===== src/rtl/ldpc_rd_sched.sv =====
// ldpc_rd_sched: LDPC decode read-address scheduler (3 sub-cycles per row, rows per iteration, then output phase)
module ldpc_rd_sched #(
  parameter int A_WID = 8,
  parameter int R_WID = 6
) (
  input  logic             clk,
  input  logic             reset_n,
  input  logic             start,
  input  logic             stall,
  input  logic [R_WID-1:0] num_rows,
  input  logic [R_WID-1:0] num_iters,
  input  logic [A_WID-1:0] base_start,
  input  logic [A_WID-1:0] base_stride,
  input  logic [A_WID-1:0] out_len,
  output logic             rd_en,
  output logic [1:0]       cycle,
  output logic [A_WID-1:0] base_addr,
  output logic [R_WID-1:0] row_idx,
  output logic [R_WID-1:0] iter_cnt,
  output logic             out_en,
  output logic [A_WID-1:0] out_addr,
  output logic             busy,
  output logic             done
);
  typedef enum logic [1:0] {IDLE, READ, OUT, DONE} state_t;
  state_t state, state_n;
  logic [1:0] cycle_n;
  logic [A_WID-1:0] base_n, oaddr_n, c_start, c_stride, c_olen;
  logic [R_WID-1:0] row_n, iter_n, c_rows, c_iters;
  logic rd_q, rd_n, out_q, out_n, lat;
  // Enables are held in registers; a stall blanks them in the cycle it is asserted while the held values stay put
  assign rd_en = rd_q & ~stall;
  assign out_en = out_q & ~stall;
  assign busy = state != IDLE;
  assign done = state == DONE;
  // Next-state and next-value logic for the schedule
  always_comb begin
    state_n = state;
    cycle_n = cycle;
    base_n = base_addr;
    row_n = row_idx;
    iter_n = iter_cnt;
    oaddr_n = out_addr;
    rd_n = rd_q;
    out_n = out_q;
    lat = 1'b0;
    case (state)
      IDLE: if (start) begin
        lat = 1'b1;
        if (~|num_rows || ~|num_iters) begin
          state_n = ~|out_len ? DONE : OUT;
          out_n = |out_len;
          oaddr_n = '0;
        end else begin
          state_n = READ;
          rd_n = 1'b1;
          cycle_n = 2'd1;
          row_n = '0;
          iter_n = '0;
          base_n = base_start;
        end
      end
      READ: if (!stall) begin
        if (cycle != 2'd3) cycle_n = cycle + 2'd1;
        else if (row_idx != c_rows - 1'b1) begin
          cycle_n = 2'd1;
          row_n = row_idx + 1'b1;
          base_n = base_addr + c_stride;
        end else if (iter_cnt != c_iters - 1'b1) begin
          cycle_n = 2'd1;
          row_n = '0;
          base_n = c_start;
          iter_n = iter_cnt + 1'b1;
        end else begin
          state_n = ~|c_olen ? DONE : OUT;
          out_n = |c_olen;
          rd_n = 1'b0;
          cycle_n = 2'd0;
          row_n = '0;
          iter_n = '0;
          base_n = '0;
          oaddr_n = '0;
        end
      end
      OUT: if (!stall) begin
        if (out_addr == c_olen - 1'b1) begin
          state_n = DONE;
          out_n = 1'b0;
          oaddr_n = '0;
        end else oaddr_n = out_addr + 1'b1;
      end
      default: state_n = IDLE;
    endcase
  end
  // State and schedule registers
  always_ff @(posedge clk or negedge reset_n) begin
    if (!reset_n) begin
      state <= IDLE;
      cycle <= '0;
      base_addr <= '0;
      row_idx <= '0;
      iter_cnt <= '0;
      out_addr <= '0;
      rd_q <= 1'b0;
      out_q <= 1'b0;
    end else begin
      state <= state_n;
      cycle <= cycle_n;
      base_addr <= base_n;
      row_idx <= row_n;
      iter_cnt <= iter_n;
      out_addr <= oaddr_n;
      rd_q <= rd_n;
      out_q <= out_n;
    end
  end
  // Configuration captured only when a start is accepted
  always_ff @(posedge clk or negedge reset_n) begin
    if (!reset_n) begin
      c_rows <= '0;
      c_iters <= '0;
      c_start <= '0;
      c_stride <= '0;
      c_olen <= '0;
    end else if (lat) begin
      c_rows <= num_rows;
      c_iters <= num_iters;
      c_start <= base_start;
      c_stride <= base_stride;
      c_olen <= out_len;
    end
  end
endmodule

===== config.mk =====
export PLATFORM = sky130hd
export DESIGN_NAME = ldpc_rd_sched
export DESIGN_NICKNAME = d
export VERILOG_FILES = /design/src/rtl/ldpc_rd_sched.sv
export SDC_FILE = /design/constraint.sdc
export NUM_CORES = 1
export LEC_CHECK = 0
export ABC_AREA = 0
export BUFFER_PORTS_ARGS = -buffer_cell sky130_fd_sc_hd__buf_2
export CORE_MARGIN = 5
export CORE_UTILIZATION = 40
export DETAILED_ROUTE_END_ITERATION = 10
export PLACE_DENSITY = 0.59
export SLEW_MARGIN = 20
export SYNTH_ARGS = -nofsm -noshare
export SYNTH_HDL_FRONTEND = slang
export SYNTH_SLANG_ARGS = --single-unit

===== constraint.sdc =====
create_clock -name clk -period 4.15 [get_ports clk]
set_input_delay 0.83 -clock clk [delete_from_list [all_inputs] [get_ports clk]]
set_output_delay 0.83 -clock clk [all_outputs]
set_load 0.05 [all_outputs]

==> results.cfg <==
[worst_setup_path]
rr_startpoint = state[1]
path_cells = inv_1 -> ha_1 -> clkinv_1 -> mux2i_1 -> nand3_1 -> nor4b_1 -> xnor2_1 -> nor2_1
cp-start-kind = flop
crit_arrival_ns = 3.01
cp.required_ns = 4.39
ff2ff_setup_slack_ns = 1.37
path_class = flop to flop
slowest_stage = nand3_1
cp-end-kind = flop
cp_max_fo = 16
cp_slowest_stage_delay_ns = 0.54
startpoint = state[1]

[clock_network]
htree_levels = 3
cts_setup_buffers = 0
cts_tree = done
clock_sinks = 70
cts_buffers = 9
hold_buffers = 0
clk_latency_ns = 0.35
cts.repair.resized = 0
clockBufferDepth = 2
clkTransAtPathRegs_ns = 0.08
root_buffer = clkbuf_8

[logic_synthesis]
synth_adder_area_share_pct = 6.19
yosys_most_used_dff = dfrtp_1
synth-compound-area-share_pct = 15.3
avgSynthCellArea_sq_um = 10.2
synth_nets = 469
synthArstFlopShare_pct = 100
yosys_warnings = 0
synth_area_sq_mm = 0.00416
synth-xor-area-share_pct = 7.36
ys_ff_latch = 70
synth_top_family_by_area = compound AO/OA/AOI/OAI gates
seq_area_frac_synth_pct = 42.1
syn-instance-count = 409
ys_types = 59
synthSimpleGateAreaFrac_pct = 14.5
yosys-mux-area-fraction_pct = 11.4
synth-edff-count = 0

[sta]
slew_headroom_pct = 39.3
fin_skew_ns = 0.0117
min_period_ns = 2.78
tightestPinTransition_ns = 0.910
fmax_mhz = 360
setup_violations = 0
period_share_pct = 67.0
fin_setup_tns_ns = 0
rsz0062_at_grt = false
worst_slack_ns = 1.37
drv_slew = 0
hold_viol_final = 0

[layout]
layout_common_cells = buf_2, dfrtp_1, mux2_2
layout.nets = 546
syn2layout_area_growth_pct = 17.8
drive_gt1_share_pct = 29.3
layout_commonest_cell = buf_2
fill_cells = 986
diodes = 0

[drt]
num_vias = 3388
first_iter_violations = 108
ant_nets = 0
drc = 0
drt-wirelength-per-cell_um = 16.3
first_pass_iters = 4
wl_mm = 10.2
via_per_inst = 5.40

[floorplan]
die_y_um = 112
core_area_sq_mm = 0.0102
die_area_sq_mm = 0.0126
initial_core_util_pct = 40.7
fp-row-count = 37
die_w_um = 112
ios = 74

[min_path]
hp-start = c_start[2]
hold_class = flop to flop

[run_status]
outcome = finished, final reports clean

[grt]
grt.total_usage_pct = 16.9
grt_max_degree = 37
antenna_found_initial = 0
grt_pass1_vias = 3565
grt_pass1_wl_mm = 17.4
grt_overflow = 0

[placement]
place_hpwl_mm = 7.36
io_buffers = 73
place_ws_ns = 1.15
place.gp.congestion = 0.780

[power_and_ir_drop]
p_leak_nw = 2.37
ir_drop_uv = 302
pwr_density_cell_mw_per_mm2 = 356

[flow_run]
drv_cap = 0
==> state kept, by name, indices dropped and copies added (netlist names) <==
name and cells:
c_rows 6, c_olen 8, out_addr 8, base_addr 8, c_iters 6, out_q 1
rd_q 1, state 2, iter_cnt 6, c_stride 8, row_idx 6, c_start 8
cycle 2
==> stage by stage <==
| step | utilization (%) | std cells | instance area [sq um] | hold slack (ns) | total power [mW] |
|---|---|---|---|---|---|
| floorplan | - | 409 | 4160 | 0.473 | 1.02 |
| global placement | 45.8 | 611 | 4680 | 0.488 | 1.13 |
| detailed placement | 45.8 | 611 | 4680 | 0.496 | 1.13 |
| CTS | 48.0 | 627 | 4910 | 0.515 | 1.77 |
| global route | 48.0 | 627 | 4910 | 0.532 | 1.83 |
| finish | 48.0 | 627 | 4910 | 0.518 | 1.75 |
==> power breakdown <==
part	total, mW	switching (mW)	internal, mW	leakage (nW)
sequential	0.767	0.0553	0.712	0.951
clock	0.629	0.276	0.353	0.108
combinational	0.352	0.222	0.131	1.31
total	1.75	0.553	1.20	2.37
==> kinds of logic after synthesis <==
logic type / Yosys count
simple gates: 114
compound gates: 95
flops: 70
mux: 42
xor+xnor: 35
buf+inv: 33
fa+ha+maj: 20
==> area by class of cell <==
cell class	count	area (sq um)	share of cell area (%)
clock buffers	10	138	2.81
clock inverters	6	85.1	1.73
inverters	21	78.8	1.61
multi-input cells	306	2280	46.5
flip-flops and latches	70	1750	35.7
well taps	136	170	3.47
repair buffers	78	403	8.21
==> synthesized netlist by cell type (7+ instances only) <==
cell	n	area, sq um
o21ai_0	31	155
dfrtp_1	70	1750
o2bb2ai_1	7	61.3
clkbuf_1	10	37.5
nand2_1	30	113
ha_1	19	238
inv_1	20	75.1
nand3_1	11	55.1
nor3_1	11	55.1
a31oi_1	7	43.8
mux2_2	37	417
nor2_1	22	82.6
a21oi_1	13	65.1
and3_1	7	43.8
xnor2_1	29	254
==> path summary, 6_finish.rpt <==
kind | cells past startpoint | end
setup / recovery | 8 | iter_cnt[4]
hold / removal | 1 | c_start[2]
setup reg to reg | 8 | iter_cnt[4]
hold reg to reg | 1 | c_start[2]
max in group asynchronous | 2 | c_iters[3]
min in group asynchronous | 1 | row_idx[4]
==> worst max-delay path, delay by kind of cell (launching register included) <==
kind                     cells  cell delay [ns]
adder cells (fa/ha/maj)      1             0.18
XOR/XNOR                     1             0.17
multiplexers                 1             0.37
AND/OR/NAND/NOR              3             1.12
buffers and inverters        2             0.42
flip-flops                   1             0.41
==> layer usage <==
metal	vias to the layer above	share of wire, %	GRT usage, %
li1	1645	-	-
met1	1654	47	22.1
met2	75	48	28.1
met3	14	3.8	3.13
met4	0	1.4	6.01
met5	-	0	0
Note: power is estimated with default switching activity, not from simulation.
